## src/rtl/csr_pkg.sv

```systemverilog
// Shared definitions for the machine-mode CSR file: CSR addresses, op encoding, mstatus bit positions.
package csr_pkg;

   typedef enum logic [1:0] {
      CSR_NONE = 2'b00,
      CSR_RW   = 2'b01,
      CSR_RS   = 2'b10,
      CSR_RC   = 2'b11
   } csr_op_e;

   localparam logic [11:0] ADDR_MSTATUS   = 12'h300;
   localparam logic [11:0] ADDR_MTVEC     = 12'h305;
   localparam logic [11:0] ADDR_MSCRATCH  = 12'h340;
   localparam logic [11:0] ADDR_MEPC      = 12'h341;
   localparam logic [11:0] ADDR_MCAUSE    = 12'h342;
   localparam logic [11:0] ADDR_MCYCLE    = 12'hB00;
   localparam logic [11:0] ADDR_MINSTRET  = 12'hB02;
   localparam logic [11:0] ADDR_MCYCLEH   = 12'hB80;
   localparam logic [11:0] ADDR_MINSTRETH = 12'hB82;

   localparam int MSTATUS_MIE    = 3;
   localparam int MSTATUS_MPIE   = 7;
   localparam int MSTATUS_MPP_LO = 11;
   localparam int MSTATUS_MPP_HI = 12;

endpackage

```

## src/rtl/csr_if.sv

```systemverilog
// CSR access bus between the decoder (master) and the CSR file (slave).
interface csr_if #(
   parameter int XLEN = 32
);
   import csr_pkg::*;

   logic            csr_valid;
   csr_op_e         csr_op;
   logic [11:0]     csr_addr;
   logic [XLEN-1:0] csr_wdata;
   logic [XLEN-1:0] csr_rdata;
   logic            csr_illegal;

   modport master (
      output csr_valid, csr_op, csr_addr, csr_wdata,
      input  csr_rdata, csr_illegal
   );

   modport slave (
      input  csr_valid, csr_op, csr_addr, csr_wdata,
      output csr_rdata, csr_illegal
   );

endinterface

```

## src/rtl/csr_counter.sv

```systemverilog
// CNT_WIDTH-bit free-running counter with XLEN-wide half writes; a write wins over the increment.
module csr_counter #(
   parameter int XLEN      = 32,
   parameter int CNT_WIDTH = 64
) (
   input  logic            clk,
   input  logic            rst_n,
   input  logic            inc,
   input  logic            wr_lo,
   input  logic            wr_hi,
   input  logic [XLEN-1:0] wdata,
   output logic [XLEN-1:0] lo,
   output logic [XLEN-1:0] hi
);

   logic [CNT_WIDTH-1:0] cnt;
   logic [CNT_WIDTH-1:0] cnt_nxt;

   generate
      if (CNT_WIDTH > XLEN) begin : g_wide
         // NOTE: always_comb assigns a default first so no path leaves cnt_nxt unassigned (no latch).
         always_comb begin
            cnt_nxt = cnt + CNT_WIDTH'(inc);
            if (wr_lo) begin
               cnt_nxt = {cnt[CNT_WIDTH-1:XLEN], wdata};
            end else if (wr_hi) begin
               cnt_nxt = {wdata[CNT_WIDTH-XLEN-1:0], cnt[XLEN-1:0]};
            end
         end
         assign hi = XLEN'(cnt[CNT_WIDTH-1:XLEN]);
      end else begin : g_narrow
         logic unused_wr_hi;
         always_comb begin
            cnt_nxt = cnt + CNT_WIDTH'(inc);
            if (wr_lo) begin
               cnt_nxt = wdata[CNT_WIDTH-1:0];
            end
         end
         assign hi           = '0;
         assign unused_wr_hi = wr_hi;
      end
   endgenerate

   // NOTE: sequential state uses non-blocking assignments so every flop samples pre-edge values.
   always_ff @(posedge clk or negedge rst_n) begin
      if (!rst_n) begin
         cnt <= '0;
      end else begin
         cnt <= cnt_nxt;
      end
   end

   assign lo = cnt[XLEN-1:0];

endmodule

```

## src/rtl/csr_unit.sv

```systemverilog
// Machine-mode CSR file and trap/mret sequencer. Define CSR_COUNTERS_EN to add mcycle/minstret.
module csr_unit
   import csr_pkg::*;
#(
   parameter int              XLEN        = 32,
   parameter logic [XLEN-1:0] MSTATUS_RST = 32'h0000_1800,
   parameter logic [XLEN-1:0] MTVEC_RST   = '0,
   parameter int              CNT_WIDTH   = 64
) (
   input  logic            clk,
   input  logic            rst_n,
   csr_if.slave            csr,
   input  logic            trap_req,
   input  logic [XLEN-1:0] trap_cause,
   input  logic [XLEN-1:0] trap_pc,
   input  logic            mret_req,
   input  logic            instret,
   output logic            redirect_valid,
   output logic [XLEN-1:0] redirect_pc
);

   logic            mie;
   logic            mpie;
   logic [XLEN-1:0] mtvec;
   logic [XLEN-1:0] mepc;
   logic [XLEN-1:0] mcause;
   logic [XLEN-1:0] mscratch;

   logic [XLEN-1:0] rd_data;
   logic [XLEN-1:0] wr_data;
   logic            hit;
   logic            wr_en;
   logic [XLEN-1:0] vec_base;

`ifdef CSR_COUNTERS_EN
   logic [XLEN-1:0] mcycle_lo;
   logic [XLEN-1:0] mcycle_hi;
   logic [XLEN-1:0] minstret_lo;
   logic [XLEN-1:0] minstret_hi;

   csr_counter #(.XLEN(XLEN), .CNT_WIDTH(CNT_WIDTH)) u_mcycle (
      .clk   (clk),
      .rst_n (rst_n),
      .inc   (1'b1),
      .wr_lo (wr_en && csr.csr_addr == ADDR_MCYCLE),
      .wr_hi (wr_en && csr.csr_addr == ADDR_MCYCLEH),
      .wdata (wr_data),
      .lo    (mcycle_lo),
      .hi    (mcycle_hi)
   );

   csr_counter #(.XLEN(XLEN), .CNT_WIDTH(CNT_WIDTH)) u_minstret (
      .clk   (clk),
      .rst_n (rst_n),
      .inc   (instret),
      .wr_lo (wr_en && csr.csr_addr == ADDR_MINSTRET),
      .wr_hi (wr_en && csr.csr_addr == ADDR_MINSTRETH),
      .wdata (wr_data),
      .lo    (minstret_lo),
      .hi    (minstret_hi)
   );
`else
   logic unused_instret;
   assign unused_instret = instret;
`endif

   // Read mux: hit doubles as the legality decode for both reads and writes.
   always_comb begin
      rd_data = '0;
      hit     = 1'b0;
      case (csr.csr_addr)
         ADDR_MSTATUS: begin
            hit                                    = 1'b1;
            rd_data[MSTATUS_MPP_HI:MSTATUS_MPP_LO] = 2'b11;
            rd_data[MSTATUS_MPIE]                  = mpie;
            rd_data[MSTATUS_MIE]                   = mie;
         end
         ADDR_MTVEC:    begin hit = 1'b1; rd_data = mtvec;    end
         ADDR_MSCRATCH: begin hit = 1'b1; rd_data = mscratch; end
         ADDR_MEPC:     begin hit = 1'b1; rd_data = mepc;     end
         ADDR_MCAUSE:   begin hit = 1'b1; rd_data = mcause;   end
         ADDR_MCYCLE: begin
`ifdef CSR_COUNTERS_EN
            hit = 1'b1; rd_data = mcycle_lo;
`endif
         end
         ADDR_MCYCLEH: begin
`ifdef CSR_COUNTERS_EN
            hit = 1'b1; rd_data = mcycle_hi;
`endif
         end
         ADDR_MINSTRET: begin
`ifdef CSR_COUNTERS_EN
            hit = 1'b1; rd_data = minstret_lo;
`endif
         end
         ADDR_MINSTRETH: begin
`ifdef CSR_COUNTERS_EN
            hit = 1'b1; rd_data = minstret_hi;
`endif
         end
         default: ;
      endcase
   end

   always_comb begin
      wr_data = csr.csr_wdata;
      case (csr.csr_op)
         CSR_RS:  wr_data = rd_data | csr.csr_wdata;
         CSR_RC:  wr_data = rd_data & ~csr.csr_wdata;
         default: ;
      endcase
   end

   // Trap and mret both outrank a CSR write in the same cycle.
   assign wr_en = csr.csr_valid && (csr.csr_op != CSR_NONE) && hit && !trap_req && !mret_req;

   assign csr.csr_rdata   = rd_data;
   assign csr.csr_illegal = csr.csr_valid && !hit;

   assign vec_base       = {mtvec[XLEN-1:2], 2'b00};
   assign redirect_valid = trap_req || mret_req;

   always_comb begin
      redirect_pc = mepc;
      if (trap_req) begin
         if (mtvec[1:0] == 2'b01 && trap_cause[XLEN-1]) begin
            redirect_pc = vec_base + {trap_cause[XLEN-3:0], 2'b00};
         end else begin
            redirect_pc = vec_base;
         end
      end
   end

   always_ff @(posedge clk or negedge rst_n) begin
      if (!rst_n) begin
         mie      <= MSTATUS_RST[MSTATUS_MIE];
         mpie     <= MSTATUS_RST[MSTATUS_MPIE];
         mtvec    <= MTVEC_RST;
         mepc     <= '0;
         mcause   <= '0;
         mscratch <= '0;
      end else if (trap_req) begin
         mepc   <= trap_pc & ~XLEN'(3);
         mcause <= trap_cause;
         mpie   <= mie;
         mie    <= 1'b0;
      end else if (mret_req) begin
         mie  <= mpie;
         mpie <= 1'b1;
      end else if (wr_en) begin
         case (csr.csr_addr)
            ADDR_MSTATUS: begin
               mie  <= wr_data[MSTATUS_MIE];
               mpie <= wr_data[MSTATUS_MPIE];
            end
            ADDR_MTVEC:    mtvec    <= wr_data;
            ADDR_MSCRATCH: mscratch <= wr_data;
            ADDR_MEPC:     mepc     <= wr_data & ~XLEN'(3);
            ADDR_MCAUSE:   mcause   <= wr_data;
            default: ;
         endcase
      end
   end

endmodule

```

## src/flat_wrapper.sv

```systemverilog
// flat-port wrapper written by rule: the top's interface ports become plain ports
module csr_unit_flat import csr_pkg::*;
#(
   parameter int              XLEN        = 32,
   parameter logic [XLEN-1:0] MSTATUS_RST = 32'h0000_1800,
   parameter logic [XLEN-1:0] MTVEC_RST   = '0,
   parameter int              CNT_WIDTH   = 64
)
  (clk, rst_n, trap_req, trap_cause, trap_pc, mret_req, instret, redirect_valid, redirect_pc, csr_csr_valid, csr_csr_op, csr_csr_addr, csr_csr_wdata, csr_csr_rdata, csr_csr_illegal);
  csr_if #(.XLEN(XLEN)) csr_i ();
  input  logic clk;
  input  logic rst_n;
  input  logic trap_req;
  input  logic [XLEN-1:0] trap_cause;
  input  logic [XLEN-1:0] trap_pc;
  input  logic mret_req;
  input  logic instret;
  output logic redirect_valid;
  output logic [XLEN-1:0] redirect_pc;
  input wire logic [$bits(csr_i.csr_valid)-1:0] csr_csr_valid;
  input wire logic [$bits(csr_i.csr_op)-1:0] csr_csr_op;
  input wire logic [$bits(csr_i.csr_addr)-1:0] csr_csr_addr;
  input wire logic [$bits(csr_i.csr_wdata)-1:0] csr_csr_wdata;
  output wire logic [$bits(csr_i.csr_rdata)-1:0] csr_csr_rdata;
  output wire logic [$bits(csr_i.csr_illegal)-1:0] csr_csr_illegal;
  assign csr_i.csr_valid = csr_csr_valid;
  assign csr_i.csr_op = csr_csr_op;
  assign csr_i.csr_addr = csr_csr_addr;
  assign csr_i.csr_wdata = csr_csr_wdata;
  assign csr_csr_rdata = csr_i.csr_rdata;
  assign csr_csr_illegal = csr_i.csr_illegal;
  csr_unit #(.XLEN(XLEN), .MSTATUS_RST(MSTATUS_RST), .MTVEC_RST(MTVEC_RST), .CNT_WIDTH(CNT_WIDTH)) u_core (.clk(clk), .rst_n(rst_n), .csr(csr_i), .trap_req(trap_req), .trap_cause(trap_cause), .trap_pc(trap_pc), .mret_req(mret_req), .instret(instret), .redirect_valid(redirect_valid), .redirect_pc(redirect_pc));
endmodule
```

## config.mk

```make
export PLATFORM = sky130hd
export DESIGN_NAME = csr_unit_flat
export DESIGN_NICKNAME = d
export VERILOG_FILES = /design/src/rtl/csr_pkg.sv /design/src/rtl/csr_if.sv /design/src/rtl/csr_counter.sv /design/src/rtl/csr_unit.sv /design/src/flat_wrapper.sv
export SDC_FILE = /design/constraint.sdc
export NUM_CORES = 1
export LEC_CHECK = 0
export CORE_ASPECT_RATIO = 1.5
export CORE_MARGIN = 10
export CORE_UTILIZATION = 45
export CTS_BUF_LIST = sky130_fd_sc_hd__clkbuf_16
export DETAILED_ROUTE_END_ITERATION = 8
export GPL_ROUTABILITY_DRIVEN = 0
export PLACE_DENSITY = 0.85
export SYNTH_ARGS = -nofsm -noshare
export SYNTH_HDL_FRONTEND = slang
export SYNTH_HIERARCHICAL = 1
export SYNTH_SLANG_ARGS = --single-unit
```

## constraint.sdc

```tcl
create_clock -name clk -period 2.7 [get_ports clk]
set_input_delay 0.27 -clock clk [delete_from_list [all_inputs] [get_ports clk]]
set_output_delay 0.27 -clock clk [all_outputs]
set_load 0.005 [all_outputs]
```

==> results by stage, run 1 <==
Outcome:
- The flow ran to the end, but the final reports show violations.
- The final reports fail on negative setup slack.

Die:
- Measured along the y axis, the die boundary spans about 190 um.
- The horizontal die dimension is 132.0 um.
- The floorplan step defined a core boundary enclosing 0.01855 sq mm.
- The count of standard-cell rows is just over 60.
- The I/O pin count is roughly 180.
- The initial standard-cell utilization of the core is a little under half.
- The total die area is roughly 0.025 sq mm.

Clock network:
- The clock drives ~130 sinks.
- The number of buffers added by the clock tree synthesis step is 17.
- The clock tree from TritonCTS is done.
- In this run the deepest clock path goes through 2 buffers.
- The CTS H-tree depth is 4.
- The clock-pin transition on the worst setup and hold timing paths is roughly 0.060 ns.
- CTS placed an instance of sky130_fd_sc_hd__clkbuf_16 at the clock tree root.
- For the worst-skew pair, the clock arrives at the later sink with an insertion delay of approximately 0.44 ns.

Yosys:
- Synthesis instantiated 73 different standard cells from the library.
- Dividing the synthesized area by the synthesized cell count gives between 8 and 9 sq um.
- After synthesis, the share of flip-flops with an asynchronous set or reset is 100.0%.
- Counting flops with a built-in enable in the synthesized netlist gives 0.
- The warning count from the yosys run is 6.
- The leading register cell type out of synthesis is sky130_fd_sc_hd__dfrtp_1.
- Counting every instance in the synthesized netlist gives 1,006.
- Synthesis inferred ~130 register bits.
- The sequential cell area fraction in the yosys report is between 30% and 40%.
- The synthesized netlist occupies a cell area of 0.008461 sq mm.

Timing:
- Derived from the worst setup path, the maximum achievable clock frequency is roughly 290 MHz.
- The slack of the critical path is -0.7732 ns.
- The number of hold violations in the final report was 0.
- Setup violations remaining at the end of the flow were counted as 26.
- The count of final max-slew check failures is 0.
- The measured slew at the worst slew-check pin is approximately 1.2 ns.
- Setup repair after global routing could not meet its margin everywhere.
- The worst path in the final design needs a cycle of around 3.5 ns, including I/O delays and setup.
- The fraction of the cycle the final worst path needs is 128.6%.
- The maximum clock skew at final layout is around 0.0069 ns.
- The worst pin sits at a relative slew slack of a little under a fifth.

Power:
- The analysis attributes to cell leakage a power of 5.948 nW.
- The worst-case vdd ir drop is 0.3756 mV.
- For this design the ratio of total power to cell area is slightly above 400 mW/mm^2.

Placement:
- Once placement completed, the tool counted placed cells totaling approximately 1,500.
- In this run the tool buffered the top-level ports with about 180 buffer cells.
- The detailed placer's ending HPWL is roughly 22,000 um.
- OpenSTA, run right after detailed placement, puts the worst setup slack at -1.094 ns.

Global routing:
- Global routing finished with a remaining overflow of 0.
- The met1 layer usage reported by global route is between 20% and 30%.
- The pin count of the biggest net entering global routing is 65.
- The busiest layer in global routing is met2.
- In the global route stage, overall resource usage came out at a little over a quarter.
- The initial antenna violation count was 1.
- Global routing consumed, on the met2 layer, a little under half of the routing resources.
- The met3 usage in global routing is under 10%.
- The first global-routing pass estimated 54,540 um of wire.
- The via count of the first global-routing pass is a little over 10,000.

Worst hold path:
- The class of the tightest hold or removal check is input pin to flip-flop.

Detailed routing:
- The count of nets left with antenna violations after detail routing is 0.
- Using the TritonRoute via totals, the vias-per-cell ratio works out to about 6.3.
- For this block, the initial DRC count from the detailed router was approximately 1,300.
- The aggregate routed wire length is 37,280 um.
- For this run, design rule violations remaining after detail routing come to 0.
- The detailed-route via count is a little over 10,000.
- For this run, the detailed router's first-pass iteration total came to 6.
- After detailed routing, the average wire length per cell comes to 23.30 um.

Setup path:
- The startpoint class of the critical path is a flip-flop.
- On the critical path, the stage with the largest delay is an instance of sky130_fd_sc_hd__dfrtp_1.
- On the worst path, the slowest cell contributes a delay of roughly 0.41 ns.
- The required time at the endpoint of the critical path is approximately 2.4 ns.
- The worst setup path is of the flip-flop to primary output kind.
- The signal on the critical path passes through buf_4 > fa_2 > a211oi_2 > o21ai_2 > o2111a_2 > o21ai_4 > a31o_4 > a21oi_2 > xnor2_1 > o21ai_1 > mux2_4 > buf_6.
- STA puts the critical path data arrival time at 3.20 ns.
- The endpoint class of the critical path is a primary output.
- Of all nets on the critical path, the largest fanout is 4.

Finish:
- The number of inserted diodes is 0.
- Leaving out fill and tap cells, the most frequent cell in the layout is sky130_fd_sc_hd__buf_4.
- For this run, the number of standard cells in the final layout without fillers is 1,600.
- The final net count is 1,481.
- From synthesis to final layout, the design area changed by 55.44%.
- The filler cells instantiated in the layout total between 1,000 and 1,500.
- Leaving out fill and tap cells, the most frequent cells in the layout are 160 x sky130_fd_sc_hd__buf_4, 135 x sky130_fd_sc_hd__o21ai_1, 133 x sky130_fd_sc_hd__nand2_1.
- In the final layout, the share of cells above drive strength 1 is 31.38%.

Run:
- The number of violations of the max-capacitance limit is 0.
repair_timing:
item,CTS,global route
gates cloned,4,2
endpoints found under the setup margin,61,65
hold buffers,1,0
pin swaps,99,91
setup buffers,33,26
resized for setup,223,174
hold endpoints to repair,46,0
synth_stat cells, drive strengths merged (4+ instances only):
library cell / n / share of area (%)
nand3: 6 / 0.35
a211oi: 8 / 0.77
ha: 29 / 4.3
xor2: 12 / 1.2
a31oi: 20 / 1.8
nor4: 4 / 0.65
or2: 4 / 0.30
o21ai: 157 / 9.4
mux2i: 31 / 3.7
nor2: 114 / 5.3
mux2: 4 / 0.53
xnor2: 13 / 1.3
a22oi: 64 / 5.7
nand3b: 4 / 0.40
a21o: 15 / 1.3
inv: 9 / 0.40
dfrtp: 128 / 38
a221o: 28 / 3.3
nand2: 140 / 6.2
a21oi: 80 / 4.8
nor3: 11 / 0.78
nand4: 6 / 0.44
clkbuf: 48 / 2.1
buf: 25 / 1.8
worst paths after layout:
kind | cells past startpoint | startpoint | end | slack [ns]
setup reg to reg | 9 | u_core/mepc[11] | u_core/mepc[11] | 0.82
min in group asynchronous | 2 | rst_n | u_core/mepc[31] | 0.41
max in group asynchronous | 3 | rst_n | u_core/mcause[15] | 1.50
setup / recovery | 12 | u_core/mtvec[3] | redirect_pc[26] | -0.77
hold / removal | 3 | trap_cause[0] | u_core/mcause[0] | 0.26
hold reg to reg | 2 | u_core/mscratch[3] | u_core/mscratch[3] | 0.48
logic make-up after synthesis:
kind of cell / share of synthesized area, %
flip-flops: 37.86
XOR/XNOR: 2.588
adder cells (fa/ha/maj): 4.525
other: 0.04432
buffers and inverters: 4.348
multiplexers: 4.200
AND/OR/NAND/NOR: 16.70
AO/OA/AOI/OAI: 29.74
state kept, by name (all words and copies together), names as in the netlist:
| signal | flops |
|---|---|
| u_core/mpie | 1 |
| u_core/mtvec | 32 |
| u_core/mie | 1 |
| u_core/mscratch | 32 |
| u_core/mepc | 30 |
| u_core/mcause | 32 |
routing by layer:
layer / vias to the layer above / share of wire (%)
li1: 4344 / -
met2: 677 / 50
met5: - / 0.030
met1: 4838 / 35
met4: 2 / 6.1
met3: 196 / 9.2
metrics by stage:
stage          instance area, sq um  utilization [%]  hold slack [ns]  TNS [ns]  total power, mW
2_1_floorplan                  8467                -         -0.02559         0            2.426
3_3_place_gp                  11460            61.79           0.3266    -33.17            2.879
3_5_place_dp                  11460            61.79           0.3299    -35.12            2.904
4_1_cts                       12670            68.33           0.3516    -13.83            5.282
5_1_grt                       13150            70.91           0.2566    -16.72            5.499
6_report                      13150            70.91           0.2570    -14.10            5.340
layout make-up:
type                            count  area [sq um]  area share [%]
Clock buffer                       17         425.4           3.235
Clock inverter                     15         187.7           1.427
Inverter                            9         33.78          0.2569
Multi-Input combinational cell    797          5539           42.12
Sequential cell                   128          3203           24.36
Tap cell                          252         315.3           2.397
Timing Repair Buffer              382          3447           26.21
critical path, delay by kind of cell, from the launching register on:
kind	cells	cell delay, ns
muxes	1	0.28
AOI/OAI and AO/OA	7	1.25
adders and majority gates	1	0.38
DFF	1	0.41
xor gates and xnor gates	1	0.16
buffers and inverters	2	0.28
where the power goes:
| group | total, mW | internal (mW) | switching, mW | leakage, nW |
|---|---|---|---|---|
| Clock | 2.41 | 1.46 | 0.949 | 0.290 |
| Sequential | 2.07 | 2.00 | 0.0681 | 1.68 |
| Combinational | 0.857 | 0.406 | 0.451 | 3.98 |
Note: power is estimated with default switching activity, not from simulation.
==> inputs of run 2 (changes only) <==
Settings changed: CTS_CLUSTER_SIZE set to 25, PLACE_DENSITY 0.85 to 0.82.
Clock period 2.7 ns to 4 ns, I/O delays scaled along.
==> results by stage, run 2 (same netlist as run 1, synthesis figures left out) <==
Clock network:
- The cell sitting at the root of the clock tree is a sky130_fd_sc_hd__clkbuf_16.
- The clock sink total is 128 (unchanged).
- The clock latency reported for the late side of the worst-skew pair came to 0.42 ns (-0.02 ns).
- The maximum buffer depth of the clock tree is 2 (unchanged).
- The post-cts hold buffer count is 0 (-1).
- The CTS H-tree depth is 4 (unchanged).
- The number of buffers added by the clock tree synthesis step is 17 (unchanged).
- The clock-pin transition on the worst setup and hold timing paths is 0.05 ns (about the same).
- The clock tree from TritonCTS is done.

Global routing:
- The initial antenna violation count is 0 (-1).
- The pin count of the biggest net entering global routing is 73 (+12%).
- The final global-route overflow total came to 0 (unchanged).
- The all-layer global routing usage was 23.16% (-4.0 points).
- The via count of the first global-routing pass is 8,560 (-17%).
- The first-pass GRT wire length is 46,660 um (-14%).

Finish:
- The layout cell share with drive strength beyond 1 came to 9.966% (-21 points).
- The largest registers in the layout are u_core/mcause (32), u_core/mscratch (32), u_core/mtvec (32).
- The number of inserted diodes is 0 (unchanged).
- The final net count is 1,307 (-12%).
- The final cell area excluding filler cells is 0.01118 sq mm (-15%).
- In the layout the commonest cells are 164 x sky130_fd_sc_hd__clkdlybuf4s50_1, 139 x sky130_fd_sc_hd__nand2_1, 133 x sky130_fd_sc_hd__o21ai_1.
- The utilization after layout came to 60.30% (-11 points).
- The leading cell type in the layout, fill and taps excluded is sky130_fd_sc_hd__clkdlybuf4s50_1.
- Relative to the synthesized area, the layout overhead comes to 32.18%.

Timing:
- The hold slack is 0.06087 ns (-0.1961 ns).
- The measured slew at the worst slew-check pin came to 1.049 ns (-0.1675 ns).
- Dividing the final minimum period by the clock period gives a little over nine tenths.
- The maximum clock skew at final layout was 0.005199 ns (-0.001735 ns).
- The total setup violations reported at the end of the flow came to 0 (-100%).
- The timing-limited maximum frequency is between 200 and 300 MHz.
- The count of final max-slew check failures is 0 (unchanged).
- The worst-case headroom to the max-slew limit is 30.04% (+11 points).
- The final critical delay including setup and external delays is 3.918 ns.
- The number of hold violations in the final report was 0 (unchanged).

Setup path:
- The reg-to-reg endpoint is u_core/mpie.
- The origin of the worst setup path is u_core/mtvec[2].
- The endpoint arrival time on the critical path is 3.52 ns (+0.32 ns).
- The largest stage delay on the critical path is 0.53 ns (+0.12 ns).
- The critical path goes through ha_2 > fa_2 > a211oi_2 > o21ai_2 > o2111a_2 > o21ai_4 > a211oi_1 > a21boi_1 > xnor2_1 > nand2_1 > a31oi_2 > clkdlybuf4s50_1.
- The top fanout value on the critical path is 4 (unchanged).
- On the critical path, the stage with the largest delay is an instance of sky130_fd_sc_hd__clkdlybuf4s50_1.
- The startpoint class of the critical path is a flip-flop.
- The required time at the endpoint of the critical path was 3.60 ns (+1.17 ns).
- The worst setup path is captured at a primary output.
- The critical path is of the flip-flop to primary output type.
- The register-to-register path setup slack came to 2.10 ns (+1.28 ns).
- The kind of cell with the highest combined delay on the critical path is compound AO/OA/AOI/OAI gates.
- The launch instance of the worst register-to-register path is u_core/mepc[7].
- In this run the worst setup path terminates at redirect_pc[24].
- The number of logic stages on the critical path including buffering is 12 (unchanged).
- The total buffers and inverters traversed by the critical path came to 1 (-1).
- The depth of the worst register-to-register path came to 7 (-2).

Power:
- The worst-case vdd ir drop is 0.2347 mV (-38%).
- The overall power after layout is 3.418 mW (-36%).
- The static power due to leakage came to 4.766 nW (-20%).
- The power per standard cell area is 305.6 mW/mm^2 (-25%).

Detailed routing:
- The number of detailed-routing iterations run before antenna repair is 6 (unchanged).
- The ratio of routed vias to standard cells is 6.076 (-3.3%).
- The detailed-route via count is 8,665 (-14%).
- The DRC violations left is 0 (unchanged).
- The average detailed-routed wire length per instance came to 20.86 um (-10%).
- The count of routing violations after the opening detailed-route iteration is 789 (-39%).
- The count of nets left with antenna violations after detail routing is 0 (unchanged).
- The aggregate routed wire length is 29,740 um (-20%).

Die:
- The count of standard-cell rows was 61 (unchanged).
- The total die area is 0.02480 sq mm (unchanged).
- The area of the core region is 0.01855 sq mm (unchanged).
- The I/O pin count was 182 (unchanged).
- The initial standard-cell utilization of the core came to 45.62% (unchanged).
- The die outline height was 187.9 um (unchanged).
- The horizontal die dimension is 132.0 um (unchanged).

Run:
- The number of violations of the max-capacitance limit came to 0 (unchanged).

Placement:
- The count of buffers inserted at the top-level ports is 176 (unchanged).
- The placed instance area was 0.01051 sq mm (-8.3%).
- The detailed placer's ending HPWL was 20,380 um (-7.9%).

Outcome:
- The flow ran to the end, and the final reports show no timing, DRC or antenna violations.

Worst hold path:
- The min-delay analysis places its worst path in the category input pin to async pin.
## run 2: cell types whose count changed in the layout (fill, tap and decap cells not counted), moves of 15 or more
cell                              delta
sky130_fd_sc_hd__nor2_1             +15
sky130_fd_sc_hd__buf_6              -26
sky130_fd_sc_hd__buf_2              -41
sky130_fd_sc_hd__clkdlybuf4s50_1    +59
sky130_fd_sc_hd__clkbuf_2           -15
sky130_fd_sc_hd__buf_4             -131
## run 2: metal layers
layer	GRT usage, %	wire length (um)
met1	26.75	11460
met2	41.17	15260
met3	4.414	2165
met4	8.841	856
met5	0	0
## run 2: final cells by class
cell class,instances,area [sq um]
Clock buffer,17,425.4
Multi-Input combinational cell,797,4992
Fill cell,1612,7363
Clock inverter,15,143.9
Sequential cell,128,3203
Inverter,9,33.78
Tap cell,252,315.3
Timing Repair Buffer,208,2069
## run 2: where the power goes
group          internal [mW]  switching, mW
clock network          0.911          0.604
registers               1.35         0.0413
logic                  0.250          0.258
total                   2.51          0.904
## run 2: what timing repair did
item | 4_1_cts | 5_1_grt
gates resized for setup | 5 | 22
pin swaps | 4 | 6
setup endpoints to repair | 9 | 12
cloned | 0 | 0
buffers inserted | 2 | 1
## run 2: worst min path at each step
stage | slack, ns | end | start
floorplan | 0.10 | u_core/mcause[0] | rst_n
global placement | 0.47 | u_core/mscratch[26] | u_core/mscratch[26]
detailed placement | 0.47 | u_core/mscratch[13] | u_core/mscratch[13]
CTS | 0.1 | u_core/mcause[31] | rst_n
global route | 0.13 | u_core/mcause[31] | rst_n
finish | 0.06 | u_core/mscratch[0] | rst_n
## run 2: per-stage QoR
step                      std cells  setup WS (ns)  TNS [ns]
after detailed placement       1391        -0.1440   -0.7871
after global placement         1391        -0.1654   -0.8101
after floorplan                1007          1.099         0
after global routing           1426       -0.02948  -0.04003
after CTS                      1425       0.006079         0
final                          1426        0.08210         0
